==> config.mk <==
export PLATFORM = sky130hd
export DESIGN_NAME = imem_boot_sequencer
export DESIGN_NICKNAME = d
export VERILOG_FILES = /design/src/rtl/imem_boot_sequencer.sv
export SDC_FILE = /design/constraint.sdc
export NUM_CORES = 1
export LEC_CHECK = 0
export CORE_ASPECT_RATIO = 2
export CORE_MARGIN = 1.5
export CORE_UTILIZATION = 25
export CTS_CLUSTER_SIZE = 28
export DETAILED_ROUTE_END_ITERATION = 16
export GPL_ROUTABILITY_DRIVEN = 0
export PLACE_DENSITY = 0.53
export SLEW_MARGIN = 30
export SYNTH_ARGS = -nofsm -noshare
export SYNTH_HDL_FRONTEND = slang
export SYNTH_SLANG_ARGS = --single-unit
==> constraint.sdc <==
create_clock -name clk -period 3.1 [get_ports clk]
set_clock_uncertainty 0.05 [all_clocks]
set_input_delay 0.31 -clock clk [delete_from_list [all_inputs] [get_ports clk]]
set_output_delay 0.31 -clock clk [all_outputs]
set_load 0.02 [all_outputs]
==> src/rtl/imem_boot_sequencer.sv <==
// Boot/run controller: streams host words into instruction memory, then releases the core for a cycle budget.
// Optional feature macro: IMEM_BOOT_CHECKSUM_EN (wrapping 32-bit sum of the words in the current load).
module imem_boot_sequencer #(
  parameter int unsigned ADDR_W  = 11,
  parameter int unsigned DEPTH   = 2048,
  parameter int unsigned CNT_W   = 16,
  parameter logic [31:0] PC_BASE = 32'h0
) (
  input  logic              clk,
  input  logic              rst_n,
  input  logic              load_valid,
  output logic              load_ready,
  input  logic [31:0]       load_data,
  input  logic              load_last,
  input  logic              start,
  input  logic [CNT_W-1:0]  run_cycles,
  input  logic              halt,
  output logic [31:0]       imem_wdata,
  output logic              imem_we,
  output logic [ADDR_W-1:0] imem_waddr,
  output logic [31:0]       pc_init,
  output logic              pc_set,
  output logic              busy,
  output logic              done,
  output logic [ADDR_W:0]   word_count,
  output logic              err_overflow,
  output logic [31:0]       checksum
);

  localparam int unsigned WC_W = ADDR_W + 1;
  localparam logic [WC_W-1:0] DEPTH_C = WC_W'(DEPTH);

  typedef enum logic [2:0] {
    S_IDLE  = 3'd0,
    S_LOAD  = 3'd1,
    S_ARMED = 3'd2,
    S_RUN   = 3'd3,
    S_DONE  = 3'd4
  } state_e;

  state_e            state_q, state_d;
  logic              we_q, we_d;
  logic [ADDR_W-1:0] waddr_q, waddr_d;
  logic [31:0]       wdata_q, wdata_d;
  logic [WC_W-1:0]   wcount_q, wcount_d;
  logic              err_q, err_d;
  logic [CNT_W-1:0]  cnt_q, cnt_d;
  logic [CNT_W-1:0]  budget_q, budget_d;
  logic              ready_q, ready_d;
  logic              busy_q, busy_d;
  logic              done_q, done_d;
  logic              pc_set_q, pc_set_d;
  logic              xfer;
`ifdef IMEM_BOOT_CHECKSUM_EN
  logic [31:0]       csum_q, csum_d;
`endif

  assign xfer = load_valid && ready_q;

  // Next-state and next-output logic
  always_comb begin
    state_d  = state_q;
    we_d     = 1'b0;
    waddr_d  = waddr_q;
    wdata_d  = wdata_q;
    wcount_d = wcount_q;
    err_d    = err_q;
    cnt_d    = cnt_q;
    budget_d = budget_q;
`ifdef IMEM_BOOT_CHECKSUM_EN
    csum_d   = csum_q;
`endif
    case (state_q)
      S_IDLE, S_DONE: begin
        if (xfer) begin
          we_d     = 1'b1;
          waddr_d  = '0;
          wdata_d  = load_data;
          wcount_d = WC_W'(1);
`ifdef IMEM_BOOT_CHECKSUM_EN
          csum_d   = load_data;
`endif
          state_d  = load_last ? S_ARMED : S_LOAD;
        end else if (state_q == S_DONE && start) begin
          state_d  = S_RUN;
          cnt_d    = '0;
          budget_d = run_cycles;
        end
      end
      S_LOAD: begin
        if (xfer) begin
          we_d     = 1'b1;
          waddr_d  = wcount_q[ADDR_W-1:0];
          wdata_d  = load_data;
          wcount_d = wcount_q + WC_W'(1);
`ifdef IMEM_BOOT_CHECKSUM_EN
          csum_d   = csum_q + load_data;
`endif
          if (load_last) state_d = S_ARMED;
        end else if (load_valid && wcount_q >= DEPTH_C) begin
          // Word offered while imem is full: dropped, flagged until reset
          err_d = 1'b1;
          if (load_last) state_d = S_ARMED;
        end
      end
      S_ARMED: begin
        if (start) begin
          state_d  = S_RUN;
          cnt_d    = '0;
          budget_d = run_cycles;
        end
      end
      S_RUN: begin
        if (halt || (budget_q != '0 && cnt_q == budget_q - CNT_W'(1))) begin
          state_d = S_DONE;
        end else begin
          cnt_d = cnt_q + CNT_W'(1);
        end
      end
      default: state_d = S_IDLE;
    endcase

    ready_d  = (state_d == S_IDLE) || (state_d == S_DONE) ||
               ((state_d == S_LOAD) && (wcount_d < DEPTH_C));
    busy_d   = (state_d == S_LOAD) || (state_d == S_RUN);
    done_d   = (state_d == S_DONE);
    pc_set_d = (state_d != S_RUN);
  end

  always_ff @(posedge clk or negedge rst_n) begin
    if (!rst_n) begin
      state_q  <= S_IDLE;
      we_q     <= 1'b0;
      waddr_q  <= '0;
      wdata_q  <= '0;
      wcount_q <= '0;
      err_q    <= 1'b0;
      cnt_q    <= '0;
      budget_q <= '0;
      ready_q  <= 1'b0;
      busy_q   <= 1'b0;
      done_q   <= 1'b0;
      pc_set_q <= 1'b1;
`ifdef IMEM_BOOT_CHECKSUM_EN
      csum_q   <= '0;
`endif
    end else begin
      state_q  <= state_d;
      we_q     <= we_d;
      waddr_q  <= waddr_d;
      wdata_q  <= wdata_d;
      wcount_q <= wcount_d;
      err_q    <= err_d;
      cnt_q    <= cnt_d;
      budget_q <= budget_d;
      ready_q  <= ready_d;
      busy_q   <= busy_d;
      done_q   <= done_d;
      pc_set_q <= pc_set_d;
`ifdef IMEM_BOOT_CHECKSUM_EN
      csum_q   <= csum_d;
`endif
    end
  end

  assign load_ready   = ready_q;
  assign imem_we      = we_q;
  assign imem_waddr   = waddr_q;
  assign imem_wdata   = wdata_q;
  assign pc_init      = PC_BASE;
  assign pc_set       = pc_set_q;
  assign busy         = busy_q;
  assign done         = done_q;
  assign word_count   = wcount_q;
  assign err_overflow = err_q;
`ifdef IMEM_BOOT_CHECKSUM_EN
  assign checksum     = csum_q;
`else
  assign checksum     = 32'h0;
`endif

endmodule

==> results_dict.tcl <==
set metrics [dict create \
    dp_cells 969 \
    p_sw_mw 2.398 \
    floorplan.die_area_sq_um 21460 \
    swShare_pct 41.54 \
    drtIter0Drc 157 \
    worstPathRequired_ns 3.28 \
    rrSetupSlack_ns 0.15 \
    setup_viol 0 \
    avgSynthCellArea_sq_um 8.645 \
    dp_hpwl_um 10230 \
    path_clk_slew_ns 0.07 \
    crit_arrival_ns 3.13 \
    num_vias 4236 \
    routed_wl_um 13630 \
    area_growth_pct 31.46 \
    ys_ff_latch 96 \
    row_count 74 \
    slew_viol_final 0 \
    startpoint "budget_q[1]$_DFFE_PN0P_" \
    synth_edf_count 0 \
    avgRoutedWirePerCell_um 13.78 \
    crit_slowest_cell "or4_4" \
    initial_core_util_pct 25.32 \
    rr_startpoint "budget_q[1]$_DFFE_PN0P_" \
    final_net_count 777 \
    cts.sinks 96 \
    cp_num_buf_inv 1 \
    hold_path_class "reg -> reg" \
    final.min_clock_period_ns 2.948 \
    route.detailed.drc 0 \
    final_cells 989 \
    ant_nets 0 \
    critPathMaxStageDelay_ns 0.55 \
    p_int_mw 3.375 \
    path_max_fanout 9 \
    grt.overflow.total 0 \
    tightest_slew_ns 0.7375 \
    synth-seq-area-share_pct 46.81 \
    seq_power_share_pct 34.3 \
    grt_pass1_wl_um 21490 \
    synthCells 594 \
    finalHoldViolCount 0 \
    clock_latency_ns 0.35 \
    diodes 0 \
    ir_worst_vdd_uv 311.7 \
    cts_tree "yes" \
    crit_path_end_kind "register" \
    grt_max_degree 59 \
    io_pins 179 \
    track_usage_pct 12.86 \
    viasPerCell 4.283 \
    grt_pass1_vias 4140 \
    path_class "reg -> reg" \
    pwr-share-comb_pct 47.3 \
    syn_area_sq_um 5135 \
    p_leak_nw 3.040 \
    rsz0062_at_grt "false" \
    clkPwrFrac_pct 18.4 \
    root_buffer "clkbuf_16" \
    cts_max_level 3 \
    drive_gt1_share_pct 7.884 \
    antenna_found_initial 0 \
    total_power_mw 5.773 \
    ys_types 54 \
    hp-start "imem_wdata[29]$_DFFE_PN0P_" \
    die_h_um 205.7 \
    slew_headroom_pct 50.65 \
    cp-start-kind "register" \
    fmax_ghz 0.3392 \
    die_x_um 104.3 \
    min_period_over_period_pct 95.09 \
    ys_async_sr_fraction_pct 100.0 \
    cap_violations 0 \
    path_cells "or4_4, or3_1, a2111oi_2, nand4_1, or4_4, buf_6, nand2_4, or3_1, a21oi_2" \
    tns_ns 0 \
    clockBufferDepth 2 \
    drt_pass1_iterations 4 \
    pwr_density_cell_nw_per_um2 855.2 \
    yosys_warnings 0 \
    cp_top_family "simple AND/OR/NAND/NOR gates" \
    status "finished, final reports clean" \
    numCtsBuffers 9 \
    coreArea_sq_um 20280 \
    portBuffers 114 \
    synth-main-ff-cell "dfrtp_1" \
]
==> state kept, by name, summed over array words and instances, names as in the netlist <==
register,flops
word_count,12
state_q,3
busy,1
imem_wdata,32
cnt_q,16
imem_we,1
load_ready,1
budget_q,16
pc_set,1
done,1
imem_waddr,11
err_overflow,1
==> power groups by stage <==
stage	logic (mW)	clock network [mW]	registers, mW
floorplan	1.39	0	2.24
global placement	2.71	0	2.00
detailed placement	2.74	0	2.00
CTS	2.74	1.11	1.98
global route	3.02	1.15	2.04
finish	2.73	1.06	1.98
==> cell type report <==
| type | count | area [sq um] |
|---|---|---|
| clock buffer | 11 | 242.7 |
| timing repair buffer | 138 | 1338 |
| sequential | 96 | 2404 |
| tap | 266 | 332.8 |
| fill | 2104 | 13530 |
| inverter | 8 | 30.03 |
| multi-input combinational | 466 | 2374 |
| clock inverter | 4 | 30.03 |
==> cells in the mapped netlist (all sizes together), types with 2 or more instances <==
library cell | instances | share of area [%]
a21oi | 17 | 1.8
nand2 | 192 | 14
and2 | 4 | 0.49
nor4 | 6 | 0.73
nand4 | 8 | 1.1
xnor2 | 19 | 3.2
o22ai | 2 | 0.24
or4 | 6 | 0.88
inv | 8 | 0.58
a31oi | 2 | 0.24
nor2 | 18 | 1.4
o21a | 2 | 0.29
mux2i | 5 | 0.97
nor2b | 2 | 0.24
o31ai | 5 | 0.73
and3 | 5 | 0.61
dfrtp | 95 | 46
nand3 | 14 | 1.4
o21ai | 42 | 4.2
nor3 | 7 | 0.68
buf | 73 | 11
or3 | 9 | 1.1
nand2b | 4 | 0.49
or2 | 2 | 0.24
ha | 4 | 0.97
o211ai | 6 | 0.88
xor2 | 4 | 0.68
and4 | 3 | 0.51
clkbuf | 15 | 1.1
==> worst reg2reg max path, cell delays in order, from the launching register on <==
cell       delay [ns]
dfrtp_1          0.41
or4_4            0.55
or3_1            0.34
a2111oi_2        0.31
nand4_1          0.13
or4_4            0.55
buf_6            0.17
nand2_4          0.14
or3_1            0.14
a21oi_2          0.05
==> timing repair <==
item / CTS / global route
resized for setup: 0 / 7
setup endpoints to repair: 0 / 20
setup buffers: 0 / 3
hold buffers: 1 / 0
hold endpoints to repair: 38 / 0
==> path summary, 6_finish.rpt <==
| path | depth (start not counted) | endpoint |
|---|---|---|
| worst max-delay path | 9 | cnt_q[7]$_DFFE_PN0P_ |
| worst min-delay path | 2 | imem_wdata[29]$_DFFE_PN0P_ |
| worst max register to register | 9 | cnt_q[7]$_DFFE_PN0P_ |
| worst min register to register | 2 | imem_wdata[29]$_DFFE_PN0P_ |
| max in group asynchronous | 3 | pc_set$_DFF_PN1_ |
| min in group asynchronous | 2 | imem_waddr[1]$_DFFE_PN0P_ |
==> logic make-up after synthesis <==
kind of cell | share of synthesized area [%]
XOR/XNOR | 3.923
multiplexers | 0.9747
AO/OA/AOI/OAI | 10.09
flip-flops | 46.81
adder cells (fa/ha/maj) | 0.9747
other | 0.07303
AND/OR/NAND/NOR | 24.81
buffers and inverters | 12.35
==> metal layers <==
layer / up-vias / track usage [%] / share of wire, %
met3: 24 / 1.742 / 2.9
met4: 0 / 6.944 / 3.3
met2: 115 / 25.80 / 59
li1: 2101 / - / -
met5: - / 0 / 0
met1: 1996 / 12.33 / 35
==> placed cells by master (no fill, tap or decap), types with 4 or more instances in the layout <==
cell,netlist,layout
a21oi_1,15,15
and2_1,4,4
and3_1,5,5
buf_4,64,22
clkbuf_16,0,9
clkdlybuf4s50_1,0,113
conb_1,1,64
dfrtp_1,95,95
ha_1,4,4
inv_1,8,8
mux2i_1,5,5
nand2_1,191,191
nand2b_1,4,4
nand3_1,14,14
nand4_1,7,7
nor2_1,17,16
nor3_1,7,6
nor4_1,6,6
o211ai_1,6,6
o21ai_0,39,37
o31ai_1,5,5
or3_1,9,9
or4_1,6,4
xnor2_1,19,19
xor2_1,4,4
==> through the flow <==
| stage | area [sq um] | hold slack [ns] | setup slack, ns | util, % |
|---|---|---|---|---|
| 2_1_floorplan | 5371 | -0.03559 | 0.04829 | - |
| 4_1_cts | 6691 | 0.4185 | 0.03542 | 33.00 |
| 5_1_grt | 6750 | 0.4320 | 0.01733 | 33.29 |
| 3_5_place_dp | 6409 | 0.2884 | 0.06316 | 31.61 |
| 3_3_place_gp | 6409 | 0.2879 | 0.1070 | 31.61 |
| 6_report | 6750 | 0.4140 | 0.1523 | 33.29 |
Power figures use the tool's default switching activity.
